$ cat config.mk
export PLATFORM = sky130hd
export DESIGN_NAME = plate_ctrl
export DESIGN_NICKNAME = d
export VERILOG_FILES = /design/src/rtl/plate_ctrl.sv
export SDC_FILE = /design/constraint.sdc
export NUM_CORES = 1
export LEC_CHECK = 0
export BUFFER_PORTS_ARGS = -buffer_cell sky130_fd_sc_hd__buf_2
export CORE_AREA = 2 2 93 95
export CTS_CLUSTER_DIAMETER = 60
export CTS_CLUSTER_SIZE = 10
export DETAILED_ROUTE_END_ITERATION = 16
export DIE_AREA = 0 0 95 97
export GPL_TIMING_DRIVEN = 0
export PLACE_DENSITY = 0.57
export RECOVER_POWER = 25
export SYNTH_ARGS = -nofsm -noshare
export SYNTH_HDL_FRONTEND = slang
export SYNTH_SLANG_ARGS = --single-unit
$ cat constraint.sdc
create_clock -name clock -period 3.2 [get_ports clock]
set_input_delay 0.48 -clock clock [delete_from_list [all_inputs] [get_ports clock]]
set_output_delay 0.48 -clock clock [all_outputs]
set_load 0.02 [all_outputs]
$ cat src/rtl/plate_ctrl.sv
// Paddle ("plate") controller: a bounded horizontal bar with auto-repeat movement
// and a timed length boost. Outputs decode directly from the registered pos/len.
module plate_ctrl #(
    parameter int ROW_W       = 16,
    parameter int PLATE_LEN   = 4,
    parameter int GROW_EXTRA  = 2,
    parameter int INIT_POS    = 6,
    parameter int REPEAT_DLY  = 4,
    parameter int REPEAT_RATE = 2,
    parameter int BOOST_TICKS = 8
) (
    input  logic                         clock,
    input  logic                         reset,
    input  logic [3:0]                   control,
    input  logic                         tick,
    input  logic                         grow,
    output logic [ROW_W-1:0]             data_out,
    output logic [$clog2(ROW_W)-1:0]     pos,
    output logic [$clog2(ROW_W+1)-1:0]   len,
    output logic                         at_right,
    output logic                         at_left,
    output logic                         boost_active,
    output logic [1:0]                   fsm_state
);
    localparam int PW        = $clog2(ROW_W);
    localparam int LW        = $clog2(ROW_W + 1);
    localparam int BOOST_LEN = PLATE_LEN + GROW_EXTRA;
    localparam int CNT_MAX   = (REPEAT_DLY > REPEAT_RATE) ? REPEAT_DLY : REPEAT_RATE;
    localparam int CW        = $clog2(CNT_MAX + 1);
    localparam int TW        = $clog2(BOOST_TICKS + 1);

    // Handshake: none. control/grow are level/pulse inputs; control is only
    // consumed on cycles where tick=1, grow is consumed on every cycle.

    typedef enum logic [1:0] {IDLE = 2'd0, DELAY = 2'd1, REPEAT = 2'd2} state_t;

    state_t          state_r, state_n;
    logic [CW-1:0]   cnt_r, cnt_n;
    logic [3:0]      cmd_r, cmd_n;
    logic [TW-1:0]   timer_r, timer_n;
    logic [PW-1:0]   pos_n;
    logic [LW-1:0]   len_n;
    logic            is_move;
    logic            do_move;
    int              p;
    int              lim;
    int              step;

    always_ff @(posedge clock) begin
        if (reset) begin
            state_r <= IDLE;
            cnt_r   <= '0;
            cmd_r   <= '0;
            timer_r <= '0;
            pos     <= PW'(INIT_POS);
            len     <= LW'(PLATE_LEN);
        end else begin
            state_r <= state_n;
            cnt_r   <= cnt_n;
            cmd_r   <= cmd_n;
            timer_r <= timer_n;
            pos     <= pos_n;
            len     <= len_n;
        end
    end

    always_comb begin
        state_n = state_r;
        cnt_n   = cnt_r;
        cmd_n   = cmd_r;
        timer_n = timer_r;
        len_n   = len;
        do_move = 1'b0;
        is_move = (control == 4'b0001) || (control == 4'b0011) ||
                  (control == 4'b0100) || (control == 4'b0110);
        p       = int'(pos);
        lim     = 0;
        step    = control[1] ? 2 : 1;

        if (tick) begin
            if (!is_move) begin
                state_n = IDLE;
                cnt_n   = '0;
            end else if (state_r == IDLE || control != cmd_r) begin
                do_move = 1'b1;
                cmd_n   = control;
                state_n = DELAY;
                cnt_n   = '0;
            end else if (state_r == DELAY) begin
                if (cnt_r == CW'(REPEAT_DLY - 1)) begin
                    do_move = 1'b1;
                    state_n = REPEAT;
                    cnt_n   = '0;
                end else begin
                    cnt_n = cnt_r + 1'b1;
                end
            end else begin
                if (cnt_r == CW'(REPEAT_RATE - 1)) begin
                    do_move = 1'b1;
                    cnt_n   = '0;
                end else begin
                    cnt_n = cnt_r + 1'b1;
                end
            end
        end

        // Grow takes priority over expiry and is applied before any move.
        if (grow) begin
            len_n   = LW'(BOOST_LEN);
            timer_n = TW'(BOOST_TICKS);
            if (p > ROW_W - BOOST_LEN) p = ROW_W - BOOST_LEN;
        end else if (tick && timer_r != '0) begin
            timer_n = timer_r - 1'b1;
            if (timer_r == TW'(1)) len_n = LW'(PLATE_LEN);
        end

        lim = ROW_W - int'(len_n);
        if (do_move) begin
            if (control[2]) begin
                if (p + step <= lim)  p = p + step;
                else if (p + 1 <= lim) p = p + 1;
            end else begin
                if (p >= step)  p = p - step;
                else if (p >= 1) p = p - 1;
            end
        end
        pos_n = PW'(p);
    end

    logic [ROW_W:0] ones;
    always_comb begin
        ones         = ((ROW_W+1)'(1) << len) - (ROW_W+1)'(1);
        data_out     = ones[ROW_W-1:0] << pos;
        at_right     = (pos == '0);
        at_left      = (LW'(pos) == LW'(ROW_W) - len);
        boost_active = (len == LW'(BOOST_LEN));
        fsm_state    = state_r;
    end
endmodule

; ---- Word-level counts from Yosys, hierarchy flattened
; Cells that the tools add are included.
[word_totals]
ff_bits = 22
input_bits = 8
out_inout_bits = 30
wordCells = 77
[op_classes]
n_addsub = 9
order_cmp = 5
n_eq_ne = 13
shifts = 2
muxes = 29
reduce_logical = 12
[ops]
columns = cell, n
row1 = less-or-equal comparator 32 x 6 -> 1 bit, 2
row2 = 2-to-1 mux 4 bit, 10
row3 = >= comparator 32 x 2 -> 1 bit (second input constant), 1
row4 = >= comparator 32 x 3 -> 1 bit, 1
row5 = << shifter 1 x 5 -> 16 bit (first input constant), 1
row6 = << shifter 16 x 4 -> 16 bit, 1
row7 = subtractor 16 x 2 -> 16 bit (second input constant), 1
row8 = 2-to-1 mux 3 bit, 5
row9 = 2-to-1 mux 5 bit, 3
row10 = 2-to-1 mux 2 bit, 5
row11 = == test 4 x 1 -> 1 bit (second input constant), 2
row12 = == test 4 x 3 -> 1 bit (second input constant), 2
row13 = subtractor 4 x 1 -> 4 bit (second input constant), 2
row14 = 2-to-1 mux 1 bit, 6
row15 = inequality test 3 x 1 -> 1 bit (second input constant), 2
row16 = AND reduction 3 bit, 2
row17 = subtractor 5 x 5 -> 6 bit (first input constant), 1
row18 = adder 4 x 1 -> 5 bit (second input constant), 1
row19 = adder 4 x 2 -> 5 bit, 1
row20 = == test 4 x 5 -> 1 bit, 1
row21 = == test 5 x 3 -> 1 bit (second input constant), 1
row22 = subtractor 5 bit (first input constant), 1
row23 = == test 4 x 2 -> 1 bit (second input constant), 1
row24 = > comparator 4 bit (second input constant), 1
row25 = other kinds (13), 16

; ---- Depth between registers and ports, before layout
[depth]
ltp_word = 10
mapped_depth = 17
depth_no_buf = 17

; ---- Least setup slack after synthesis
; OpenSTA, ideal clock, no wires.
[synth_timing]
path_kind = register to register
startpoint = reg pos[1]
endpoint = reg pos[3]
setup_time_ns = 0.132
arrival_time_ns = 3.420
required_ns = 3.068
setup_slack_ns = -0.351
path_stages_with_launch = 16
path_buffers = 2
synth_period_minus_slack_ns = 3.551
cell_sequence = dfxtp_1 > clkbuf_1 > inv_1 > buf_1 > nand2_1 > inv_1 > fa_1 > inv_1 > ha_1 > nor2b_1 > o31ai_1 > a21oi_1 > nor2_1 > or3b_1 > a21oi_1 > nor3_1
[synth_via]
elab_chain_len = 9
elab_cells_between_ends = 17
classes_between = 4 x add/sub / 5 x order compare / 8 x mux
[synth_rtl]
columns = item, line
row1 = "start, declared", 18  ; output logic [$clog2(ROW_W)-1:0] pos,
row2 = "start signal, assigned", 55  ; pos <= PW'(INIT_POS);
row3 = "start signal, assigned", 62  ; pos <= pos_n;
row4 = > comparator 4 bit, 111  ; if (p > ROW_W - BOOST_LEN) p = ROW_W - BOOST_LEN;
row5 = 2-to-1 mux 4 bit, 111
row6 = 2-to-1 mux 4 bit *, 108  ; if (grow) begin
row7 = adder 4 x 1 -> 5 bit, 121  ; else if (p + 1 <= lim) p = p + 1;
row8 = less-or-equal comparator 32 x 6 -> 1 bit, 121
row9 = 2-to-1 mux 4 bit, 121
row10 = 2-to-1 mux 4 bit, 120  ; if (p + step <= lim) p = p + step;
row11 = 2-to-1 mux 4 bit, 119  ; if (control[2]) begin
row12 = 2-to-1 mux 4 bit *, 118  ; if (do_move) begin
; Mark *: on every way between the ends. The rest lies on a longest branch, timed or not.
; A chain may end at the register's enable or synchronous reset.

; ---- Worst setup path after layout
[layout_timing]
startpoint = reg len[0]
endpoint = out data_out[14]
[layout_via]
elab_chain_len = 3
[layout_rtl]
columns = item, line
row1 = "start, declared", 19  ; output logic [$clog2(ROW_W+1)-1:0] len,
row2 = "start signal, assigned", 56  ; len <= LW'(PLATE_LEN);
row3 = "start signal, assigned", 63  ; len <= len_n;
row4 = << shifter 1 x 5 -> 16 bit, 132  ; ones = ((ROW_W+1)'(1) << len) - (ROW_W+1)'(1);
row5 = subtractor 16 x 2 -> 16 bit, 132
row6 = << shifter 16 x 4 -> 16 bit, 133  ; data_out = ones[ROW_W-1:0] << pos;
row7 = "end, declared", 17  ; output logic [ROW_W-1:0] data_out,
; No other way between the ends.

==> results.yml <==
layout:
  layout_common_cells: "44 x buf_4, 40 x nand2_1, 40 x nor2_1"
  final_common_cell: "buf_4"
  drive_above_1_share_pct: 35.3
  num_antenna_cells: 0
  nets: 559
  design_area_sq_um: 4450
  area_growth_pct: 39.8
detailed_routing:
  drt-total-wl_um: 9890
  drtPass1Iterations: 5
  ant_nets: 0
  wl_per_cell_um: 16.0
  via_per_inst: 5.58
  drc_errors: 0
  vias: 3451
  drt-initial-drc-count: 242
die:
  dieHeight_um: 97
  io_pins: 38
  die_area_sq_um: 9220
  die_w_um: 95
  core-area_sq_um: 8130
  rows: 33
  start_util_pct: 39.1
timing:
  fin_crit_ns: 3.46
  setup_viol: 12
  timing.final.ws_setup_ns: -0.256
  drv_slew: 0
  worst_pin_slew_ns: 0.850
  fmax_mhz: 289
  fin_worst_skew_ns: 0.0131
  rsz0062_at_grt: "true"
  setup_tns_ns: -1.57
  slew_headroom_pct: 43.1
  timing_hold_violations_final: 0
  finalCritPeriodShare_pct: 108
pwr:
  power_density_nw_per_um2: 304
  leakage_nw: 1.81
  finalPower_w: 0.00135
  peakVddDrop_mv: 0.234
critical_path:
  cp.arrival_ns: 2.98
  critPathLaunchType: "flop"
  required_ns: 2.72
  endpoint_kind: "primary output"
  worstRegToRegCells: 16
  crit_path_max_fanout: 6
  timing_worst_setup_path_type: "reg -> out"
clock_network:
  cts_buffers: 3
  cts_tree: "done"
  clkLatencyLatePin_ns: 0.27
  cts_num_sinks: 22
  ctsHtreeMaxLevel: 1
  cts_buffer_depth: 2
  cts.clk_slew.worst_paths_ns: 0.09
  clockRootBuffer: "clkbuf_8"
global_routing:
  antenna_found_initial: 0
  grt_max_degree: 14
  grt_overflow: 0
  grt_pass1_vias: 3215
  gr-usage-all-layers_pct: 20.6
  grt_pass1_wl_um: 15500
synth:
  async_flop_share_pct: 0
  synth_edf_count: 0
  synth_cell_types: 72
  syn_nets: 482
  yosys_most_used_dff: "dfxtp_1"
  syn_avg_cell_area_sq_um: 7.28
  synth_top_area_share_pct: 13.8
  synth.yosys.seq_area_share_pct: 13.8
  syn_area_sq_um: 3180
  synth.yosys.warnings: 0
  synth.area.top_cells: "dfxtp_1 14%, ha_1 14%, nand2_1 5.4%, nor2_1 5.1%, xnor2_1 5.0%"
  synth_cells: 437
  ys_ff_latch: 22
  yosys.area.top_type: "dfxtp_1"
place:
  post-place-ws_ns: -0.422
  io_buffer_count: 36
  placed_area_sq_um: 3540
  dp_hpwl_um: 7070
  gp_congestion: 0.897
run_status:
  failed_checks: "setup timing"
  status: "finished with violations"
run:
  max-cap-violations: 0
hold_path:
  hold_depth: 1
  hold_path.class: "reg -> reg"
[metal layers]
layer	vias to the layer above	routed length, um	track usage, %
met5	-	0	0
met4	0	180	5.35
met3	18	387	1.79
met2	106	4890	36.1
met1	1625	4430	26.8
li1	1702	-	-
[through the flow]
| step | util [%] | std cells | hold WS, ns |
|---|---|---|---|
| after floorplan | - | 437 | 0.469 |
| after global placement | 43.5 | 578 | 0.477 |
| after detailed placement | 43.5 | 578 | 0.483 |
| after CTS | 51.4 | 611 | 0.490 |
| after global routing | 54.7 | 618 | 0.518 |
| final | 54.7 | 618 | 0.489 |
[cell usage after synthesis (4+ instances only)]
library cell / number
buf_1: 4
o211ai_1: 6
a31oi_1: 8
xnor2_1: 18
buf_2: 8
nor3_1: 14
nand3_1: 15
o21ai_0: 17
a21oi_1: 25
nand2b_1: 6
mux2_2: 4
o31ai_1: 5
o21a_1: 6
and2_1: 6
nor2_1: 43
nor2b_1: 9
nand2_1: 46
dfxtp_1: 22
clkbuf_1: 14
xor2_1: 7
mux2i_1: 11
nor3b_1: 4
ha_1: 35
o22ai_1: 6
a211oi_1: 5
inv_1: 28
[logic make-up after synthesis]
logic type / count (synthesis) / share of synthesized area (%)
and+or+nand+nor: 169 / 26.9
AOI/OAI and AO/OA: 111 / 24.5
buffers and inverters: 57 / 7.51
adders and majority gates: 37 / 15.0
xor gates and xnor gates: 25 / 6.88
DFF: 22 / 13.8
muxes: 16 / 5.35
[power by group]
| part | internal (W) | total, W | switching, W |
|---|---|---|---|
| clock network | 0.000167 | 0.000264 | 0.0000967 |
| logic | 0.000351 | 0.000785 | 0.000434 |
| registers | 0.000284 | 0.000301 | 0.0000168 |
| total | 0.000803 | 0.00135 | 0.000547 |
[final timing paths]
kind	start	to	slack, ns
max	len[0]	data_out[14]	-0.26
min	cmd_r[3]	cmd_r[3]	0.49
max reg2reg	timer_r[1]	pos[2]	-0.01
min reg2reg	cmd_r[3]	cmd_r[3]	0.49
[worst max-delay path, cell delays in order, from the launching register on]
cell and delay (ns):
dfxtp_4 0.40, inv_4 0.05, ha_4 0.16, ha_4 0.16, buf_8 0.13, or3_4 0.38, a221o_1 0.36, o22ai_1 0.14
a31oi_1 0.09, mux2_4 0.36, o21ai_4 0.17, o211ai_1 0.13, buf_4 0.17
[final cells by class]
cell class                      instances  area [sq um]
Inverter                               29           121
Clock buffer                            3          41.3
Buffer                                 24           168
Sequential cell                        22           459
Timing Repair Buffer                   76           519
Tap cell                              105           131
Fill cell                             752          3690
Clock inverter                          1          30.0
Multi-Input combinational cell        358          2980
[flip-flops by register name (all words and copies together) (netlist names)]
| register | cells |
|---|---|
| len | 5 |
| cmd_r | 4 |
| fsm_state | 2 |
| cnt_r | 3 |
| pos | 4 |
| timer_r | 4 |
[what timing repair did]
action | in CTS | in global routing
pin swaps | 35 | 21
hold buffers | 0 | 0
setup endpoints to repair | 18 | 16
endpoints found under the hold margin | 0 | 0
buffers inserted | 34 | 8
gates resized for setup | 92 | 45
(Power assumes the default switching activity.)
